### src/rtl/spi_regmap_pkg.sv
// Register map and frame layout shared by the SPI register writer and anything
// that decodes its frames.
package spi_regmap_pkg;

  localparam int FRAME_W = 16;
  localparam int WR_BIT  = 15;
  localparam int ADDR_W  = 7;
  localparam int DATA_W  = 8;

  localparam logic [ADDR_W-1:0] ADDR_EN_OUT_7_0    = 7'h00;
  localparam logic [ADDR_W-1:0] ADDR_EN_OUT_15_8   = 7'h01;
  localparam logic [ADDR_W-1:0] ADDR_EN_PWM_7_0    = 7'h02;
  localparam logic [ADDR_W-1:0] ADDR_EN_PWM_15_8   = 7'h03;
  localparam logic [ADDR_W-1:0] ADDR_PWM_DUTY_CYCLE = 7'h04;

  typedef enum logic [2:0] {
    ST_IDLE,
    ST_SETUP,
    ST_SHIFT,
    ST_HOLD,
    ST_GAP
  } state_e;

  // Write frame: write flag, then address, then data, sent MSB first.
  function automatic logic [FRAME_W-1:0] make_frame(input logic [ADDR_W-1:0] addr,
                                                    input logic [DATA_W-1:0] data);
    logic [FRAME_W-1:0] f;
    f = {1'b1, addr, data};
    return f;
  endfunction

endpackage

### src/rtl/spi_half_tick.sv
// Free-running half-period timebase; restarting it on a new transaction keeps
// every phase of the frame exactly HALF_PERIOD clocks long.
module spi_half_tick #(
  parameter int HALF_PERIOD = 4
) (
  input  logic clk,
  input  logic rst,
  input  logic clr,
  output logic tick
);

  logic [7:0] cnt_q, cnt_d;

  assign tick = (cnt_q == 8'(HALF_PERIOD - 1));

  always_comb begin
    cnt_d = cnt_q + 8'd1;
    if (clr || tick) cnt_d = '0;
  end

  always_ff @(posedge clk) begin
    if (rst) cnt_q <= '0;
    else     cnt_q <= cnt_d;
  end

endmodule

### src/rtl/spi_reg_writer.sv
// Mode-0 SPI controller that turns one addr/data command into a 16-bit write
// frame; all bus outputs come straight from flops.
module spi_reg_writer
  import spi_regmap_pkg::*;
#(
  parameter int HALF_PERIOD = 4
) (
  input  logic              clk,
  input  logic              rst,
  input  logic              cmd_valid,
  output logic              cmd_ready,
  input  logic [ADDR_W-1:0] cmd_addr,
  input  logic [DATA_W-1:0] cmd_data,
  output logic              done,
  output logic              sclk,
  output logic              copi,
  output logic              ncs
);

  state_e             state_q, state_d;
  logic [FRAME_W-1:0] shreg_q, shreg_d;
  logic [4:0]         bit_cnt_q, bit_cnt_d;
  logic               sclk_q, sclk_d, copi_q, copi_d, ncs_q, ncs_d;
  logic               done_q, done_d, rdy_q, rdy_d;
  logic               tick, tick_clr, accept;
  logic [FRAME_W-1:0] frame;

  assign accept = cmd_valid & rdy_q;
  assign frame  = make_frame(cmd_addr, cmd_data);

  spi_half_tick #(.HALF_PERIOD(HALF_PERIOD)) u_tick (
    .clk  (clk),
    .rst  (rst),
    .clr  (tick_clr),
    .tick (tick)
  );

  always_comb begin
    state_d   = state_q;
    shreg_d   = shreg_q;
    bit_cnt_d = bit_cnt_q;
    sclk_d    = sclk_q;
    copi_d    = copi_q;
    ncs_d     = ncs_q;
    done_d    = 1'b0;
    tick_clr  = 1'b0;
    case (state_q)
      ST_IDLE: begin
        ncs_d  = 1'b1;
        sclk_d = 1'b0;
        copi_d = 1'b0;
        if (accept) begin
          state_d   = ST_SETUP;
          shreg_d   = frame;
          copi_d    = frame[WR_BIT];
          ncs_d     = 1'b0;
          bit_cnt_d = '0;
          tick_clr  = 1'b1;
        end
      end
      ST_SETUP: begin
        if (tick) begin
          state_d = ST_SHIFT;
          sclk_d  = 1'b1;
        end
      end
      ST_SHIFT: begin
        if (tick) begin
          if (sclk_q) begin
            // Falling edge: the next bit goes out together with sclk dropping.
            sclk_d    = 1'b0;
            shreg_d   = {shreg_q[FRAME_W-2:0], 1'b0};
            copi_d    = shreg_q[FRAME_W-2];
            bit_cnt_d = bit_cnt_q + 5'd1;
          end else if (bit_cnt_q == 5'(FRAME_W)) begin
            state_d = ST_HOLD;
          end else begin
            sclk_d = 1'b1;
          end
        end
      end
      ST_HOLD: begin
        if (tick) begin
          state_d = ST_GAP;
          ncs_d   = 1'b1;
          copi_d  = 1'b0;
        end
      end
      ST_GAP: begin
        if (tick) begin
          state_d = ST_IDLE;
          done_d  = 1'b1;
        end
      end
      default: state_d = ST_IDLE;
    endcase
    rdy_d = (state_d == ST_IDLE);
  end

  always_ff @(posedge clk) begin
    if (rst) begin
      state_q   <= ST_IDLE;
      shreg_q   <= '0;
      bit_cnt_q <= '0;
      sclk_q    <= 1'b0;
      copi_q    <= 1'b0;
      ncs_q     <= 1'b1;
      done_q    <= 1'b0;
      rdy_q     <= 1'b0;
    end else begin
      state_q   <= state_d;
      shreg_q   <= shreg_d;
      bit_cnt_q <= bit_cnt_d;
      sclk_q    <= sclk_d;
      copi_q    <= copi_d;
      ncs_q     <= ncs_d;
      done_q    <= done_d;
      rdy_q     <= rdy_d;
    end
  end

  assign cmd_ready = rdy_q;
  assign done      = done_q;
  assign sclk      = sclk_q;
  assign copi      = copi_q;
  assign ncs       = ncs_q;

endmodule
### config.mk
export PLATFORM = sky130hd
export DESIGN_NAME = spi_reg_writer
export DESIGN_NICKNAME = d
export VERILOG_FILES = /design/src/rtl/spi_regmap_pkg.sv /design/src/rtl/spi_half_tick.sv /design/src/rtl/spi_reg_writer.sv
export SDC_FILE = /design/constraint.sdc
export NUM_CORES = 1
export LEC_CHECK = 0
export ABC_AREA = 1
export CORE_UTILIZATION = 35
export DETAILED_ROUTE_END_ITERATION = 12
export SLEW_MARGIN = 20
export SYNTH_ARGS = -nofsm -noshare
export SYNTH_HDL_FRONTEND = slang
export SYNTH_SLANG_ARGS = --single-unit
### constraint.sdc
create_clock -name clk -period 4.59 [get_ports clk]
set_input_delay 1.377 -clock clk [delete_from_list [all_inputs] [get_ports clk]]
set_output_delay 1.377 -clock clk [all_outputs]
set_load 0.03 [all_outputs]
## Word-level counts from Yosys, hierarchy flattened

Cells that the tools add are included.

| word-level totals | value |
|---|---|
| register bits | 36 |
| input port bits | 18 |
| output and inout port bits | 5 |
| logic and storage cells | 67 |

| cells by class | value |
|---|---|
| $add $sub $neg | 2 |
| equality and inequality tests | 11 |
| mux-type cells | 30 |
| bitwise operators | 2 |
| reduce and logical (&&, ||, !) cells | 13 |

Operators by type and width:

| cell | number |
|---|---|
| $mux W15 | 3 |
| $pmux W15 S2 | 1 |
| $mux W3 | 7 |
| $mux W5 | 3 |
| $pmux W3 S5 | 1 |
| $mux W1 | 11 |
| $pmux W5 S2 | 1 |
| $add A8 B1 Y8 const B | 1 |
| $eq A8 B2 Y1 const B | 1 |
| $reduce_and A4 Y1 | 2 |
| $eq A3 B2 Y1 const B | 2 |
| $logic_not A3 Y1 | 2 |
| $ne A2 B1 Y1 const B | 3 |
| $pmux W1 S3 | 2 |
| $reduce_bool A3 Y1 | 2 |
| $add A5 B1 Y5 const B | 1 |
| $eq A5 B5 Y1 const B | 1 |
| $ne A2 B2 Y1 const B | 2 |
| $reduce_bool A2 Y1 | 2 |
| $reduce_or A2 Y1 | 2 |
| $eq A3 B1 Y1 const B | 1 |
| $eq A3 B3 Y1 const B | 1 |
| $reduce_and A3 Y1 | 1 |
| $pmux W1 S2 | 1 |
| 4 further kinds | 4 |

## Logic depth before layout (Yosys ltp)

Gate-level depths: netlist (run 1).

| depth | value |
|---|---|
| depth in word-level cells | 6 |
| gate-level depth with buffers | 10 |
| depth with buffers taken out | 9 |

## Modules after synthesis

A second synthesis (run 1) with hierarchy kept.

| second synthesis, totals | value |
|---|---|
| cells, all modules | 298 |
| area, all modules | 2021.9 um2 |

Modules (own cells, without submodules):

| module | times used | cells an instance | area an instance (um2) | seq. area each (um2) |
|---|---|---|---|---|
| spi_reg_writer | 1 | 234 | 1575.3 | 560.5 |
| spi_half_tick | 1 | 64 | 446.7 | 160.2 |

## Least setup slack after synthesis (run 1)

Ideal clock, no wire load.

| path | value |
|---|---|
| kind | input -> register |
| start point | input rst |
| end point | register bit_cnt_q[1] |
| library setup time | 0.065 ns |
| data arrival time | 2.105 ns |
| data required time | 4.525 ns |
| setup slack | 2.420 ns |
| cell stages on the path | 5 |
| path buffers | 2 |
| cell sequence | clkbuf_1 inv_1 clkbuf_1 o21ai_0 nor2_1 |

RTL lines:

| item | RTL line | text |
|---|---|---|
| start, declared | spi_reg_writer.sv:9 | `input logic rst,` |
| end signal, assigned | spi_reg_writer.sv:113 | `bit_cnt_q <= bit_cnt_d;` |
| end, declared | spi_reg_writer.sv:22 | `logic [4:0] bit_cnt_q, bit_cnt_d;` |

## Worst setup path in the final report (run 1)

| path | value |
|---|---|
| start point | input rst |
| end point | register u_tick.cnt_q[3] |

| between the ends | value |
|---|---|
| longest elaborated chain between the ends | 1 |

Ends and longest elaborated chain:

| item | RTL line | text |
|---|---|---|
| $reduce_or A2 Y1 (no line) | - |  |
| end signal, assigned | spi_half_tick.sv:23 | `else cnt_q <= cnt_d;` |
| end, declared | spi_half_tick.sv:12 | `logic [7:0] cnt_q, cnt_d;` |

Every way passes these cells.
A chain may end at the register's enable or synchronous reset.

==> impl_metrics.json, run 1 <==
{
  "status": "finished, final reports clean",
  "diodes": 0,
  "setup_violations": 0,
  "clock_sinks": 36,
  "grt_pass1_wl_mm": 7.279,
  "maxSlewViolCount": 0,
  "grt_max_degree": 23,
  "fin_skew_ns": 0.007135,
  "drt-wirelength-per-cell_um": 10.69,
  "ctsResizeCount": 0,
  "vias": 1776,
  "drive_gt1_share_pct": 5.431,
  "ys_warn_count": 0,
  "synthArstFlopShare_pct": 0,
  "ff2ff_path_depth": 8,
  "r2r-end": "shreg_q[12]",
  "nFillCells": 554,
  "synth_seq_area_share_pct": 36.76,
  "htreeDepth": 2,
  "p_per_area_mw_per_mm2": 310.1,
  "slew_headroom_pct": 53.15,
  "hold_viol": 0,
  "reg2reg_from": "state_q[2]",
  "syn_inst": 296,
  "whs_ns": 0.4577,
  "crit_path_start_kind": "input pin",
  "syn_nets": 317,
  "cts_root_buffer": "clkbuf_8",
  "cp.arrival_ns": 3.17,
  "overflow": 0,
  "postCtsSetupBuffers": 0,
  "clkTransAtPathRegs_ns": 0.07,
  "clock_path_buffers": 2,
  "wl_met1_mm": 2.029,
  "post-route-period-util_pct": 64.43,
  "timing.final.crit_period_ns": 2.957,
  "fin_nets": 333,
  "rsz0062_at_grt": "no",
  "final_cells": 383,
  "crit_type": "in -> reg",
  "grt_pass1_vias": 1635,
  "maxCapViolCount": 0,
  "syn_avg_cell_area_um2": 6.624,
  "ioPinCount": 23,
  "irDropWorstVdd_mv": 0.1230,
  "holdPathStages": 1,
  "dp_hpwl_mm": 2.767,
  "io_buffers": 22,
  "synthTopCellsByArea": "dfxtp_1, nand2_1, nor2_1",
  "core_area_mm2": 0.005238,
  "wl_met3_um": 166,
  "top_layer": "met4",
  "ys_seq_elements": 36,
  "routed_wirelength_mm": 4.095,
  "synth_edf_count": 0,
  "r2r_slack_ns": 2.16,
  "min_from": "u_tick.cnt_q[0]",
  "tritoncts": "done",
  "areaGrowthSynthToFinish_pct": 16.08,
  "synth.top_cell.area_share_pct": 36.76,
  "required_ns": 4.80,
  "placed_cells": 375,
  "leakagePower_uw": 0.0009954,
  "clk_latency_ns": 0.29,
  "numCtsBuffers": 5,
  "drtAntennaViolNets": 0,
  "wl_met2_mm": 1.809,
  "synth.distinct_cells": 32,
  "drtIter0Drc": 139,
  "die_w_um": 76.85,
  "holdCritPathClass": "reg -> reg",
  "track_usage_pct": 15.34,
  "antenna_found_initial": 0,
  "yosysTopAreaCell": "dfxtp_1",
  "max_freq_mhz": 338.2,
  "die_y_um": 76.85,
  "gp_routability_congestion": 0.7751,
  "min_to": "u_tick.cnt_q[0]",
  "first_pass_iters": 4,
  "cp_max_fo": 22,
  "drcViolationCount": 0,
  "worstMarginPinSlew_ns": 0.7019,
  "cp-end-kind": "flip-flop",
  "synth.cell_area_mm2": 0.001961,
  "die_area_mm2": 0.005905,
  "start_util_pct": 37.43,
  "synthFlopType": "dfxtp_1",
  "via_per_inst": 4.637,
  "tns_ns": 0,
  "num_rows": 26,
  "cts_hold_buf": 0
}
## cells by family after synthesis
kind of cell / count (synthesis) / share of synthesized area, %
AOI/OAI and AO/OA: 14 / 4.340
and+or+nand+nor: 201 / 45.37
buffers and inverters: 38 / 9.827
DFF: 36 / 36.76
adders and majority gates: 3 / 1.915
xor gates and xnor gates: 4 / 1.787
## per-stage QoR
step                      setup WS (ns)  instance area, um^2  util [%]  power [uW]
after floorplan                   2.420                 1961         -       438.4
after global placement            1.406                 2182     41.66       473.4
after detailed placement          1.303                 2182     41.66       474.5
after CTS                         1.609                 2276     43.45       711.5
after global routing              1.446                 2276     43.45       747.1
final                             1.633                 2276     43.45       705.8
## area by class of cell
type | instances | area, um^2 | area share (%)
multi-input combinational | 222 | 1047 | 46.01
sequential | 36 | 720.7 | 31.67
timing repair buffer | 22 | 220.2 | 9.676
inverter | 25 | 106.4 | 4.673
tap | 70 | 87.58 | 3.848
clock buffer | 7 | 86.33 | 3.793
clock inverter | 1 | 7.507 | 0.3299
## registers in the layout, summed over array words and instances (netlist names)
| signal | cells |
|---|---|
| bit_cnt_q | 5 |
| cmd_ready | 1 |
| copi | 1 |
| done | 1 |
| ncs | 1 |
| sclk | 1 |
| shreg_q | 15 |
| state_q | 3 |
| u_tick.cnt_q | 8 |
## report_power, final
part	switching (uW)	total, uW	internal [uW]
sequential	15.6	349	334
combinational	66.1	118	51.6
clock	117	239	122
## cells in the mapped netlist (2+ instances only)
| library cell | count |
|---|---|
| buf_2 | 3 |
| a21oi_1 | 6 |
| nand3b_1 | 14 |
| o21ai_0 | 5 |
| buf_6 | 4 |
| dfxtp_1 | 36 |
| xor2_1 | 3 |
| clkbuf_1 | 5 |
| ha_1 | 3 |
| inv_1 | 21 |
| nor2_1 | 62 |
| nand3_1 | 18 |
| nor3b_1 | 2 |
| nand2_1 | 93 |
| nand4_1 | 4 |
## metal layers
| metal | vias up | global-route usage [%] |
|---|---|---|
| met5 | - | 0 |
| met4 | 0 | 7.885 |
| met3 | 10 | 3.452 |
| met2 | 36 | 24.29 |
| met1 | 774 | 19.33 |
| li1 | 956 | - |
## worst max path at each step
stage	cells after the start	slack (ns)	startpoint	to
2_1_floorplan	5	2.42	rst	bit_cnt_q[1]
3_3_place_gp	4	1.41	rst	u_tick.cnt_q[4]
3_5_place_dp	4	1.30	rst	u_tick.cnt_q[3]
4_1_cts	4	1.61	rst	u_tick.cnt_q[3]
5_1_grt	4	1.45	rst	u_tick.cnt_q[3]
6_report	4	1.63	rst	u_tick.cnt_q[3]
## placed cells by master, fill, tap and decap left out
master	count
clkbuf_1	1
clkinvlp_4	1
nor4_1	1
nand2_1	93
nand3_1	18
ha_1	3
clkbuf_8	6
nand3b_1	14
nand2_4	1
xnor2_1	1
o211ai_1	1
xor2_1	3
nor2_2	1
inv_1	21
or2_2	1
inv_2	1
nand4_4	1
o22ai_1	1
o21ai_0	5
nor2_1	62
nand3_2	1
inv_8	1
nor3_1	1
nor3b_1	2
nand4_1	4
o21ai_4	1
clkinv_4	1
clkdlybuf4s50_1	22
nand2_2	1
dfxtp_1	36
clkinv_1	1
a21oi_1	6
## worst max-delay path, stage by stage
cell,delay [ns]
clkdlybuf4s50_1,0.58
inv_1,0.60
nand3_1,0.35
nor3b_1,0.26
Note: power is estimated with default switching activity, not from simulation.
==> run 2: changes to the inputs <==
==> constraint.sdc (replaced) <==
create_clock -name clk -period 2.4 [get_ports clk]
set_input_delay 0.72 -clock clk [delete_from_list [all_inputs] [get_ports clk]]
set_output_delay 0.72 -clock clk [all_outputs]
set_load 0.03 [all_outputs]
==> run 2 against run 1 <==
Highest routed layer unchanged. Critical path depth grew 4. Non-clock buffer count grew 5. Setup slack lost 1.4 ns. Power grew 94%. First-iteration DRC count shrank 38%. Sequential power grew 91%.
==> impl_metrics.json, run 2 (synthesized netlist as in run 1, its figures left out) <==
{
  "status": "finished, final reports clean",
  "io_buffers": 22,
  "required_ns": 2.59,
  "dp_hpwl_mm": 2.905,
  "antenna_found_initial": 0,
  "postCtsSetupBuffers": 0,
  "cp.arrival_ns": 2.32,
  "rsz0062_at_grt": "no",
  "setup_violations": 0,
  "maxCapViolCount": 0,
  "clock_path_buffers": 2,
  "die_area_mm2": 0.005905,
  "num_rows": 26,
  "hold_viol": 0,
  "die_w_um": 76.85,
  "htreeDepth": 2,
  "drt-wirelength-per-cell_um": 10.76,
  "tns_ns": 0,
  "drtIter0Drc": 86,
  "cp-end-kind": "flip-flop",
  "layout_common_cells": "nand2_1, nor2_1, dfxtp_1",
  "cp-startpoint": "state_q[2]",
  "min_from": "u_tick.cnt_q[0]",
  "reg2reg_from": "state_q[2]",
  "irDropWorstVdd_mv": 0.2569,
  "fin_nets": 338,
  "grt_pass1_wl_mm": 7.258,
  "diodes": 0,
  "drtAntennaViolNets": 0,
  "final_area_mm2": 0.002317,
  "first_pass_iters": 4,
  "crit_type": "reg -> reg",
  "overflow": 0,
  "areaGrowthSynthToFinish_pct": 18.19,
  "largest_reg_flops": 15,
  "max_freq_mhz": 468.8,
  "maxSlewViolCount": 0,
  "grt_pass1_vias": 1610,
  "clkTransAtPathRegs_ns": 0.08,
  "vias": 1770,
  "drive_gt1_share_pct": 7.233,
  "nFillCells": 570,
  "timing.final.crit_period_ns": 2.133,
  "numCtsBuffers": 5,
  "track_usage_pct": 15.38,
  "cts_hold_buf": 0,
  "p_total_uw": 1368,
  "place_area_mm2": 0.002220,
  "ctsResizeCount": 0,
  "gp_routability_congestion": 0.8069,
  "crit_path_start_kind": "flip-flop",
  "holdCritPathClass": "reg -> reg",
  "reg.largest.list": "shreg_q x15, u_tick.cnt_q x8, bit_cnt_q x5",
  "clock_sinks": 36,
  "start_util_pct": 37.43,
  "pre_cts_ws_ns": 0.2255,
  "slew_headroom_pct": 69.80,
  "grt_max_degree": 21,
  "post-route-period-util_pct": 88.88,
  "via_per_inst": 4.562,
  "cts_root_buffer": "clkbuf_8",
  "p_per_area_mw_per_mm2": 590.3,
  "tritoncts": "done",
  "worstMarginPinSlew_ns": 0.4513,
  "fin_skew_ns": 0.006503,
  "drcViolationCount": 0,
  "die_y_um": 76.85,
  "largest_register": "shreg_q",
  "ioPinCount": 23,
  "routed_wirelength_mm": 4.174,
  "clk_latency_ns": 0.29,
  "worst_slack_ns": 0.2669,
  "final_common_cell": "nand2_1",
  "cp_max_fo": 20,
  "leakagePower_uw": 0.001018,
  "core_area_mm2": 0.005238,
  "whs_ns": 0.4640
}
## run 2: layout make-up
cell class | count | area (um^2) | share of cell area, %
Clock buffer | 6 | 82.58 | 3.564
Clock inverter | 2 | 15.01 | 0.6479
Inverter | 25 | 106.4 | 4.590
Multi-Input combinational cell | 222 | 1047 | 45.19
Sequential cell | 36 | 720.7 | 31.10
Tap cell | 70 | 87.58 | 3.780
Timing Repair Buffer | 27 | 257.7 | 11.12
## run 2: metal layers
metal / wire, um / vias up / GRT usage [%]
met2: 1921 / 27 / 25.00
met3: 146 / 5 / 3.571
met4: 46 / 0 / 5.769
met5: 0 / - / 0
met1: 2061 / 772 / 19.61
li1: - / 966 / -
## run 2: worst paths after layout
check / to / cells past startpoint / slack (ns)
worst max-delay path: shreg_q[2] / 8 / 0.27
worst min-delay path: u_tick.cnt_q[0] / 1 / 0.46
worst max register to register: shreg_q[2] / 8 / 0.27
worst min register to register: u_tick.cnt_q[0] / 1 / 0.46
## run 2: where the power goes
| part | internal (uW) | switching [uW] |
|---|---|---|
| Combinational | 103 | 128 |
| Clock | 233 | 237 |
| Sequential | 638 | 29.3 |
| Total | 974 | 394 |
## run 2: metrics by stage
step | std cells | utilization (%)
after floorplan | 296 | -
after global placement | 380 | 42.38
after detailed placement | 380 | 42.38
after CTS | 388 | 44.24
after global routing | 388 | 44.24
final | 388 | 44.24
## run 2: worst max-delay path, cell delays in order, from the launching register on
cell	delay, ns
dfxtp_1	0.45
inv_8	0.14
nand3_2	0.24
inv_2	0.33
nand2_2	0.32
nand2_4	0.22
clkinv_4	0.15
nor2_1	0.12
nor2_1	0.05
